**src/rtl/serial_subtractor.sv**
```systemverilog
// Bit-serial subtractor: one full-subtractor stage, LSB first, WIDTH cycles per operation.
// Optional `SERIAL_SUB_OVF_EN adds a two's-complement overflow output (ovf).
module serial_subtractor #(
  parameter int WIDTH = 4
) (
  input  logic             clk,
  input  logic             rst_n,
  input  logic             in_valid,
  output logic             in_ready,
  input  logic [WIDTH-1:0] in0,
  input  logic [WIDTH-1:0] in1,
  output logic             out_valid,
  input  logic             out_ready,
  output logic [WIDTH-1:0] out,
  output logic             bout
`ifdef SERIAL_SUB_OVF_EN
  ,
  output logic             ovf
`endif
);

  localparam int CW = (WIDTH > 2) ? $clog2(WIDTH) : 1;

  typedef enum logic [1:0] {IDLE, BUSY, DONE} state_t;

  state_t           r_state;
  state_t           w_state_nxt;
  logic [WIDTH-1:0] r_a;
  logic [WIDTH-1:0] r_b;
  logic [WIDTH-1:0] r_res;
  logic [CW-1:0]    r_cnt;
  logic             r_br;
  logic             r_bout;
  logic             w_last;
  logic             w_d;
  logic             w_br_nxt;

  assign w_last   = (r_cnt == CW'(WIDTH - 1));
  assign w_d      = r_a[0] ^ r_b[0] ^ r_br;
  assign w_br_nxt = (~r_a[0] & r_b[0]) | (~(r_a[0] ^ r_b[0]) & r_br);

  always_ff @(posedge clk) begin
    if (!rst_n) begin
      r_state <= IDLE;
    end else begin
      r_state <= w_state_nxt;
    end
  end

  always_comb begin
    w_state_nxt = r_state;
    in_ready    = 1'b0;
    out_valid   = 1'b0;
    unique case (r_state)
      IDLE: begin
        in_ready = rst_n;
        if (in_valid) w_state_nxt = BUSY;
      end
      BUSY: begin
        if (w_last) w_state_nxt = DONE;
      end
      DONE: begin
        out_valid = 1'b1;
        if (out_ready) w_state_nxt = IDLE;
      end
      default: w_state_nxt = IDLE;
    endcase
  end

  // Operands shift right; each difference bit enters the result at the MSB,
  // so after WIDTH steps r_res holds the full difference in place.
  always_ff @(posedge clk) begin
    if (!rst_n) begin
      r_a    <= '0;
      r_b    <= '0;
      r_res  <= '0;
      r_cnt  <= '0;
      r_br   <= 1'b0;
      r_bout <= 1'b0;
    end else begin
      case (r_state)
        IDLE: begin
          if (in_valid) begin
            r_a   <= in0;
            r_b   <= in1;
            r_br  <= 1'b0;
            r_cnt <= '0;
          end
        end
        BUSY: begin
          r_a   <= {1'b0, r_a[WIDTH-1:1]};
          r_b   <= {1'b0, r_b[WIDTH-1:1]};
          r_res <= {w_d, r_res[WIDTH-1:1]};
          r_br  <= w_br_nxt;
          r_cnt <= r_cnt + CW'(1);
          if (w_last) r_bout <= w_br_nxt;
        end
        default: ;
      endcase
    end
  end

  assign out  = r_res;
  assign bout = r_bout;

`ifdef SERIAL_SUB_OVF_EN
  logic r_ovf;

  // On the last step r_a[0]/r_b[0] are the operand MSBs and w_d is the result MSB.
  always_ff @(posedge clk) begin
    if (!rst_n) begin
      r_ovf <= 1'b0;
    end else if (r_state == BUSY && w_last) begin
      r_ovf <= (r_a[0] ^ r_b[0]) & (w_d ^ r_a[0]);
    end
  end

  assign ovf = r_ovf;
`endif

endmodule

```
**config.mk**
```make
export PLATFORM = sky130hd
export DESIGN_NAME = serial_subtractor
export DESIGN_NICKNAME = d
export VERILOG_FILES = /design/src/rtl/serial_subtractor.sv
export SDC_FILE = /design/constraint.sdc
export NUM_CORES = 1
export LEC_CHECK = 0
export ABC_AREA = 1
export CAP_MARGIN = 20
export CORE_MARGIN = 2
export CORE_UTILIZATION = 24
export DETAILED_ROUTE_END_ITERATION = 10
export GPL_ROUTABILITY_DRIVEN = 0
export GPL_TIMING_DRIVEN = 0
export PLACE_DENSITY = 0.5
export SYNTH_ARGS = -nofsm -noshare
export SYNTH_HDL_FRONTEND = slang
export SYNTH_SLANG_ARGS = --single-unit
```
**constraint.sdc**
```tcl
create_clock -name clk -period 1.56 [get_ports clk]
set_input_delay 0.312 -clock clk [delete_from_list [all_inputs] [get_ports clk]]
set_output_delay 0.312 -clock clk [all_outputs]
set_load 0.1 [all_outputs]
```
======== Word level (Yosys, flattened, before mapping) ========
Cells that the tools add are included.
Widths: inputs -> output; s select.
word-level totals
  memories kept ........................... 0
  bits in latches ......................... 0
  flip-flop bits (word level) ............. 18
  logic and storage cells ................. 40
  ROM bits ................................ 0
  output and inout bits ................... 7
  input port bits ......................... 12
  bits in writable memories ............... 0
cells by class
  bitwise operators ....................... 7
  shift operators ......................... 0
  reductions and logical operators ........ 5
  multiply operators ...................... 0
  $lt $le $gt $ge ......................... 0
  equal/unequal tests ..................... 6
  div/mod/pow operators ................... 0
  muxes and demuxes ....................... 14
  add/subtract/negate cells ............... 1
operator list
  operator             count
  $pmux 4 s2           2
  $mux 2               4
  $mux 4               2
  $ne 2x2->1 const B   3
  $pmux 2 s3           1
  $eq 2x2->1 const B   2
  $pmux 2 s2           1
  $reduce_and 2->1     2
  $mux 1               3
  $reduce_and 3->1     1
  $add 2x1->2 const B  1
  $and 1x1->1          2
  $eq 2x1->1 const B   1
  $logic_not 2->1      1
  $not 1->1            2
  $pmux 1 s2           1
  $reduce_bool 2->1    1
  $xor 1x1->1          2
  $or 1x1->1           1

======== Longest topological paths before layout ========
Gate-level depths: netlist (run 1).
  word-level depth ........................ 5
  depth in mapped cells ................... 7
  gate-level depth less buffers ........... 6

======== Worst setup path after synthesis (run 1) ========
No wires, ideal clock.
  kind .................................... flip-flop to output port
  from .................................... register r_state[1]
  to ...................................... output port in_ready
  stages on the path, launching flop included .. 4
  path slack .............................. -0.633 ns
  data required time ...................... 1.248 ns
  path buffers ............................ 0
  arrival time ............................ 1.881 ns
  cell sequence ........................... dfxtp_1 > nor2_2 > inv_1 > nor2_1
on the way
  cells in the longest elaborated chain, start to end .. 2
RTL lines
  what                    RTL line  RTL
  start, declared         26        state_t r_state;
  start signal, assigned  46        r_state <= w_state_nxt;
  $logic_not 2->1         54        unique case (r_state)
  $mux 1                  54
  end, declared           9         output logic in_ready,
Every way passes these cells.

======== Worst setup path after layout (run 1) ========
  from .................................... register r_res[0], in the netlist out[0]
  to ...................................... output port out[0]
RTL lines
  what                    RTL line  RTL
  start, declared         30        logic [WIDTH-1:0] r_res;
  start signal, assigned  93        r_res <= {w_d, r_res[WIDTH-1:1]};
  end, declared           14        output logic [WIDTH-1:0] out,
No word-level cell between the ends.

==> impl_metrics.env, run 1 <==
export IMPL_status="finished clean"
export IMPL_rows=21
export IMPL_max_cap_violations=0
export IMPL_ys_seq_area_share_pct=44.79
export IMPL_grt_max_degree=11
export IMPL_slowest_stage="clkdlybuf4s15_2"
export IMPL_htreeDepth=1
export IMPL_grt_pass1_vias=708
export IMPL_place_hpwl_um=1294
export IMPL_final_setup_skew_ns=0.002903
export IMPL_register_area_um2=365.4
export IMPL_rsz0062_at_grt="no"
export IMPL_fmax_mhz=670.9
export IMPL_num_fill_cells=366
export IMPL_synth_top_area_share_pct=44.79
export IMPL_slew_headroom_pct=64.07
export IMPL_finalWirelength_um=1751
export IMPL_cp_end_kind="primary output"
export IMPL_hold_class="input port to flip-flop"
export IMPL_cts_tree="yes"
export IMPL_ys_warn_count=0
export IMPL_nNetsFinal=151
export IMPL_p_total_mw=1.015
export IMPL_synth_top_cells_by_area="dfxtp_1 45%, nand3_1 12%, nand2_1 10%"
export IMPL_finalSetupViolations=0
export IMPL_layout_common_cells="22 x nand2_1, 19 x nand3_1, 16 x dfxtp_1, 15 x nor2_1, 11 x inv_1"
export IMPL_drcViolationCount=0
export IMPL_slowest_delay_ns=0.55
export IMPL_grt_use_met2_pct=20.45
export IMPL_p_per_area_nw_per_um2=913.2
export IMPL_grt_util_met1_pct=11.48
export IMPL_via_per_inst=4.121
export IMPL_clock_latency_ns=0.29
export IMPL_start_util_pct=24.50
export IMPL_final_max_slew_viol_count=0
export IMPL_cp_arrival_ns=1.18
export IMPL_postRouteAntennaNets=0
export IMPL_drive_above_1_share_pct=19.85
export IMPL_netSwitchingFraction_pct=30.39
export IMPL_grt_pass1_wl_um=3022
export IMPL_use_met3_pct=4.555
export IMPL_cts_clk_slew_worst_paths_ns=0.10
export IMPL_hold_buffers=0
export IMPL_synthesis_nets=127
export IMPL_setup_tns_ns=0
export IMPL_path_class="flip-flop to primary output"
export IMPL_cp_num_buf_inv=1
export IMPL_seqPwrFrac_pct=49.4
export IMPL_combPwrFrac_pct=22.7
export IMPL_die_x_um=61.90
export IMPL_io_pins=19
export IMPL_top_usage_layer="met2"
export IMPL_grt_ovfl_total=0
export IMPL_grtUsageTotal_pct=10.90
export IMPL_crit_path_max_fanout=2
export IMPL_fin_hold_ws_ns=0.3818
export IMPL_syn_to_final_growth_pct=38.10
export IMPL_cp_cell_sequence="clkdlybuf4s15_2"
export IMPL_wl_per_cell_um=9.621
export IMPL_core_area_um2=3284
export IMPL_worst_setup_path_start_kind="flip-flop"
export IMPL_power_internal_mw=0.7063
export IMPL_cts_buffers=3
export IMPL_netlist_area_um2=804.5
export IMPL_firstDrtPassIters=4
export IMPL_syn_area_per_cell_um2=7.120
export IMPL_period_share_pct=95.55
export IMPL_worst_pin_slew_ns=0.5415
export IMPL_p_switching_mw=0.3084
export IMPL_multiInputGateArea_um2=384.1
export IMPL_dr_total_vias=750
export IMPL_clk_path_buf_depth=2
export IMPL_power_leakage_nw=0.5006
export IMPL_pwr_share_clk_pct=27.8
export IMPL_critPathTopFamily="buffers and inverters"
export IMPL_floorplan_die_area_um2=3831
export IMPL_hold_violations=0
export IMPL_synth_area_leader_cell="dfxtp_1"
export IMPL_synthCells=113
export IMPL_ys_seq_elements=18
export IMPL_die_h_um=61.90
export IMPL_cts_sinks=18
export IMPL_vdd_drop_max_mv=0.4362
export IMPL_ys_types=18
export IMPL_antenna_found_initial=0
export IMPL_port_buffers=17
export IMPL_antenna_cells=0
export IMPL_min_period_ns=1.491
export IMPL_cts_root_buf="clkbuf_4"
export IMPL_initialDrtViolationCount=22
export IMPL_required_ns=1.25
export IMPL_final_common_cell="nand2_1"
==> power by group through the flow <==
stage | Sequential, mW | Clock (mW) | Combinational (mW)
6_report | 0.502 | 0.283 | 0.231
3_5_place_dp | 0.514 | 0 | 0.224
2_1_floorplan | 0.569 | 0 | 0.101
5_1_grt | 0.505 | 0.325 | 0.254
4_1_cts | 0.504 | 0.299 | 0.224
3_3_place_gp | 0.513 | 0 | 0.223
==> state kept, by name, summed over array words and instances (netlist names) <==
register	cells
r_a	4
out	4
r_b	4
bout	1
r_cnt	2
r_state	2
r_br	1
==> layer usage <==
metal,part of all wire (%),vias to the layer above
li1,-,400
met1,47,333
met2,46,15
met3,5.4,2
met4,0.86,0
met5,0,-
==> stage by stage <==
step	std cells	util [%]	worst slack, ns	area (µm²)
2_1_floorplan	113	-	0.1129	819.5
3_3_place_gp	176	31.89	-1.153	1047
3_5_place_dp	176	31.89	-1.149	1047
4_1_cts	180	33.45	-0.1106	1099
5_1_grt	182	33.83	0.003390	1111
6_report	182	33.83	0.06949	1111
==> cells by family after synthesis <==
logic type	Yosys count	synth area share (%)
simple gates	62	33.75
buf+inv	19	9.951
fa+ha+maj	2	4.043
flops	18	44.79
compound gates	12	7.464
==> synthesized netlist by cell type (all sizes together) <==
| library cell | count |
|---|---|
| dfxtp | 18 |
| and3 | 1 |
| buf | 3 |
| a21oi | 7 |
| nor2 | 19 |
| clkbuf | 1 |
| clkinv | 1 |
| nand3 | 19 |
| ha | 1 |
| o21ai | 5 |
| inv | 14 |
| fa | 1 |
| nand2 | 23 |
==> path summary, 6_finish.rpt <==
path	cells past startpoint	end	slack [ns]	from
setup / recovery	1	out[0]	0.07	out[0]$_SDFFE_PN0P_
hold / removal	3	r_a[2]$_SDFFE_PN0P_	0.38	rst_n
setup reg to reg	7	bout$_SDFFE_PN0P_	0.38	r_state[0]$_SDFFE_PN0P_
hold reg to reg	2	bout$_SDFFE_PN0P_	0.47	bout$_SDFFE_PN0P_
==> layout make-up <==
cell class,count,share of cell area (%)
clock buffers,4,3.266
inverters,15,5.293
plain buffers,4,2.140
multi-input cells,76,34.57
flip-flops and latches,18,32.88
repair buffers,19,16.67
well taps,46,5.180
==> what timing repair did <==
| action | in CTS | in global routing |
|---|---|---|
| pin swaps | 0 | 1 |
| endpoints found under the hold margin | 0 | 0 |
| resized for setup | 31 | 15 |
| buffers inserted | 0 | 2 |
| endpoints found under the setup margin | 7 | 6 |
Note: power is estimated with default switching activity, not from simulation.
==> run 2, diff against run 1 <==
--- a/config.mk
+++ b/config.mk
@@ -11,7 +11,6 @@
 export CORE_UTILIZATION = 24
 export DETAILED_ROUTE_END_ITERATION = 10
 export GPL_ROUTABILITY_DRIVEN = 0
-export GPL_TIMING_DRIVEN = 0
 export PLACE_DENSITY = 0.5
 export SYNTH_ARGS = -nofsm -noshare
 export SYNTH_HDL_FRONTEND = slang
==> impl_metrics.env, run 2 (synthesized netlist as in run 1, its figures left out) <==
export IMPL_numPlacedInstances=178
export IMPL_floorplan_die_area_um2=3831
export IMPL_final_max_slew_viol_count=0
export IMPL_place_hpwl_um=1325
export IMPL_max_cap_violations=0
export IMPL_layout_cells_non_filler=181
export IMPL_worstHoldEndpoint="r_a[0]$_SDFFE_PN0P_"
export IMPL_grt_pass1_vias=651
export IMPL_io_pins=19
export IMPL_r2r_cells=4
export IMPL_final_util_pct=35.62
export IMPL_start_util_pct=24.50
export IMPL_worst_pin_slew_ns=0.3598
export IMPL_rows=21
export IMPL_syn_to_final_growth_pct=45.41
export IMPL_hold_class="input port to flip-flop"
export IMPL_worst_setup_path_start_kind="flip-flop"
export IMPL_drcViolationCount=0
export IMPL_dr_total_vias=774
export IMPL_fin_hold_ws_ns=0.4481
export IMPL_grt_pass1_wl_um=3001
export IMPL_clock_latency_ns=0.29
export IMPL_clk_path_buf_depth=2
export IMPL_cts_tree="yes"
export IMPL_cts_setup_buffers=0
export IMPL_cts_buffers=3
export IMPL_p_per_area_nw_per_um2=848.3
export IMPL_cp_cell_sequence="nor2_2 > inv_1 > nor2_4 > buf_12"
export IMPL_period_share_pct=94.78
export IMPL_final_common_cell="nand2_1"
export IMPL_postRouteAntennaNets=0
export IMPL_holdCritStartpoint="rst_n"
export IMPL_port_buffers=18
export IMPL_grt_ovfl_total=0
export IMPL_cts_sinks=18
export IMPL_antenna_cells=0
export IMPL_rsz0062_at_grt="no"
export IMPL_fmax_mhz=676.4
export IMPL_cts_root_buf="clkbuf_4"
export IMPL_antenna_found_initial=0
export IMPL_slew_headroom_pct=75.96
export IMPL_path_class="flip-flop to primary output"
export IMPL_nNetsFinal=151
export IMPL_firstDrtPassIters=4
export IMPL_htreeDepth=1
export IMPL_crit_path_max_fanout=3
export IMPL_cts_clk_slew_worst_paths_ns=0.10
export IMPL_min_period_ns=1.478
export IMPL_grtUsageTotal_pct=10.85
export IMPL_grt_max_degree=16
export IMPL_hold_buffers=0
export IMPL_rrSetupSlack_ns=0.41
export IMPL_reg2reg_to="r_state[1]$_SDFFE_PN0P_"
export IMPL_vdd_drop_max_mv=0.2535
export IMPL_initialDrtViolationCount=36
export IMPL_finalSetupViolations=0
export IMPL_status="finished clean"
export IMPL_min_path_cells=4
export IMPL_core_area_um2=3284
export IMPL_drive_above_1_share_pct=18.52
export IMPL_finalWirelength_um=1822
export IMPL_timing_rr_start="r_state[0]$_SDFFE_PN0P_"
export IMPL_cp_arrival_ns=1.17
export IMPL_slowest_delay_ns=0.36
export IMPL_die_x_um=61.90
export IMPL_layout_common_cells="22 x nand2_1, 19 x nand3_1, 16 x dfxtp_1, 15 x nor2_1, 12 x inv_1"
export IMPL_wl_per_cell_um=10.07
export IMPL_die_h_um=61.90
export IMPL_setup_tns_ns=0
export IMPL_required_ns=1.25
export IMPL_final_setup_skew_ns=0.001577
export IMPL_via_per_inst=4.276
export IMPL_power_leakage_nw=0.5167
export IMPL_slowest_stage="dfxtp_2"
export IMPL_cp_end_kind="primary output"
export IMPL_hold_violations=0
==> run 2: critical path, delay by kind of cell (launching register included) <==
kind          cells  cell delay [ns]
buf+inv           2             0.27
flops             1             0.36
simple gates      2             0.24
==> run 2: stage by stage <==
| step | instance area (µm²) | power (mW) | setup slack, ns |
|---|---|---|---|
| after floorplan | 819.5 | 0.6698 | 0.1129 |
| after global placement | 1141 | 0.7700 | -0.05132 |
| after detailed placement | 1141 | 0.7729 | -0.01902 |
| after CTS | 1165 | 1.004 | 0.01774 |
| after global routing | 1170 | 1.048 | 0.02118 |
| final | 1170 | 0.9924 | 0.08150 |
==> run 2: worst max path at each step <==
stage,start,end,cells after the start
after global placement,rst_n,in_ready,4
after floorplan,r_state[1]$_SDFFE_PN0P_,in_ready,3
final,r_state[1]$_SDFFE_PN0P_,in_ready,4
after detailed placement,rst_n,in_ready,4
after global routing,r_state[1]$_SDFFE_PN0P_,in_ready,4
after CTS,rst_n,in_ready,4
==> run 2: area by class of cell <==
class / count / area, µm²
fill: 360 / 2115
multi-input combinational: 76 / 379.1
sequential: 18 / 362.8
timing repair buffer: 23 / 290.3
inverter: 15 / 57.56
tap: 46 / 57.56
clock buffer: 3 / 22.52
==> run 2: repair_timing <==
action,in CTS,in global routing
endpoints found under the setup margin,1,1
gates resized for setup,1,3
hold endpoints to repair,0,0
==> run 2: report_power, final <==
part | internal (mW) | switching, mW | leakage [nW]
registers | 0.486 | 0.0221 | 0.148
clock network | 0.0899 | 0.142 | 0.0138
logic | 0.102 | 0.150 | 0.355
==> run 2: routing by layer <==
| layer | vias to the layer above | routed length, µm | track usage (%) | part of all wire [%] |
|---|---|---|---|---|
| met5 | - | 0 | 0 | 0 |
| met3 | 4 | 102 | 2.484 | 5.6 |
| li1 | 402 | - | - | - |
| met2 | 20 | 831 | 16.39 | 46 |
| met1 | 348 | 859 | 14.48 | 47 |
| met4 | 0 | 29 | 5.471 | 1.6 |
==> run 3, diff against run 2 <==
--- a/config.mk
+++ b/config.mk
@@ -7,7 +7,6 @@
 export LEC_CHECK = 0
 export ABC_AREA = 1
 export CAP_MARGIN = 20
-export CORE_MARGIN = 2
 export CORE_UTILIZATION = 24
 export DETAILED_ROUTE_END_ITERATION = 10
 export GPL_ROUTABILITY_DRIVEN = 0
==> impl_metrics.env, run 3 (synthesized netlist as in run 1, its figures left out) <==
export IMPL_core_area_um2=3128
export IMPL_syn_to_final_growth_pct=47.12
export IMPL_die_x_um=59.90
export IMPL_hold_violations=0
export IMPL_cp_end_kind="primary output"
export IMPL_die_h_um=59.90
export IMPL_register_area_um2=362.8
export IMPL_final_common_cell="nand2_1"
export IMPL_rsz0062_at_grt="no"
export IMPL_place_hpwl_um=1394
export IMPL_finalSetupViolations=0
export IMPL_htreeDepth=1
export IMPL_antenna_found_initial=0
export IMPL_required_ns=1.25
export IMPL_grt_max_degree=16
export IMPL_grtUsageTotal_pct=11.75
export IMPL_vdd_drop_max_mv=0.2447
export IMPL_min_period_ns=1.534
export IMPL_fin_hold_ws_ns=0.4633
export IMPL_final_setup_skew_ns=0.003406
export IMPL_status="finished clean"
export IMPL_floorplan_die_area_um2=3587
export IMPL_grt_ovfl_total=0
export IMPL_slowest_delay_ns=0.50
export IMPL_initialDrtViolationCount=31
export IMPL_multiInputGateArea_um2=384.1
export IMPL_nNetsFinal=151
export IMPL_cts_sinks=18
export IMPL_dr_total_vias=749
export IMPL_drive_above_1_share_pct=19.12
export IMPL_period_share_pct=98.35
export IMPL_critPathTopFamily="buffers and inverters"
export IMPL_postRouteAntennaNets=0
export IMPL_power_leakage_nw=0.5164
export IMPL_worst_pin_slew_ns=0.3541
export IMPL_grt_pass1_wl_um=3042
export IMPL_layout_common_cells="22 x nand2_1, 19 x nand3_1, 16 x dfxtp_1, 15 x nor2_1, 12 x inv_1"
export IMPL_worst_setup_path_start_kind="input port"
export IMPL_p_per_area_nw_per_um2=884.1
export IMPL_wl_per_cell_um=10.02
export IMPL_cts_setup_buffers=0
export IMPL_firstDrtPassIters=4
export IMPL_crit_path_max_fanout=2
export IMPL_io_pins=19
export IMPL_path_class="input port to primary output"
export IMPL_clk_path_buf_depth=2
export IMPL_num_fill_cells=334
export IMPL_final_max_slew_viol_count=0
export IMPL_slowest_stage="clkdlybuf4s50_1"
export IMPL_p_total_mw=1.046
export IMPL_clock_latency_ns=0.29
export IMPL_cts_clk_slew_worst_paths_ns=0.10
export IMPL_fmax_mhz=651.8
export IMPL_cts_buffers=3
export IMPL_slew_headroom_pct=76.34
export IMPL_cts_root_buf="clkbuf_4"
export IMPL_rows=20
export IMPL_cp_cell_sequence="clkdlybuf4s50_1 > clkinv_2 > nor2_4 > buf_12"
export IMPL_via_per_inst=4.161
export IMPL_grt_pass1_vias=721
export IMPL_antenna_cells=0
export IMPL_drcViolationCount=0
export IMPL_cp_arrival_ns=1.22
export IMPL_start_util_pct=25.72
export IMPL_finalWirelength_um=1804
export IMPL_port_buffers=18
export IMPL_hold_class="flip-flop to flip-flop"
export IMPL_cts_tree="yes"
export IMPL_max_cap_violations=0
export IMPL_cp_num_buf_inv=3
run 3: through the flow:
stage,cells,setup TNS [ns],cell area (µm²),utilization [%],setup slack (ns)
after CTS,180,0,1182,37.80,0.001087
after floorplan,113,0,819.5,-,0.1129
after global routing,180,0,1184,37.84,0.002751
after detailed placement,176,-0.02898,1139,36.40,-0.02898
final,180,0,1184,37.84,0.02570
after global placement,176,-0.02947,1139,36.40,-0.02947
run 3: final timing paths:
path	cells past startpoint	endpoint	start	slack [ns]
setup / recovery	4	in_ready	rst_n	0.03
hold / removal	1	r_cnt[0]$_SDFFE_PN0P_	r_cnt[0]$_SDFFE_PN0P_	0.46
setup reg to reg	4	bout$_SDFFE_PN0P_	r_a[0]$_SDFFE_PN0P_	0.40
hold reg to reg	1	r_cnt[0]$_SDFFE_PN0P_	r_cnt[0]$_SDFFE_PN0P_	0.46
run 3: timing repair:
action | in CTS | in global routing
hold buffers | 0 | 0
endpoints found under the setup margin | 1 | 1
endpoints found under the hold margin | 0 | 0
resized for setup | 3 | 1
pin swaps | 0 | 0
run 3: final cells by class:
type,instances,area share [%]
Clock buffer,4,3.066
Inverter,15,4.863
Multi-Input combinational cell,76,32.45
Sequential cell,18,30.66
Tap cell,44,4.651
Timing Repair Buffer,23,24.31
run 3: report_power, final:
group	switching [mW]	total, mW	internal (mW)
clock	0.142	0.284	0.142
combinational	0.151	0.254	0.103
sequential	0.0228	0.509	0.486
run 3: routing by layer:
metal | part of all wire [%] | track usage [%] | vias up
met5 | 0 | 0 | -
met4 | 1.4 | 6.977 | 0
met3 | 2.1 | 2.165 | 2
met2 | 50 | 20.79 | 6
met1 | 46 | 12.96 | 343
li1 | - | - | 398
run 3: worst register-to-register path, delay by kind of cell (launching register included):
| family | cells | cell delay [ns] |
|---|---|---|
| AO/OA/AOI/OAI | 1 | 0.16 |
| adder cells (fa/ha/maj) | 1 | 0.41 |
| buffers and inverters | 1 | 0.10 |
| flip-flops | 1 | 0.35 |
| AND/OR/NAND/NOR | 1 | 0.08 |
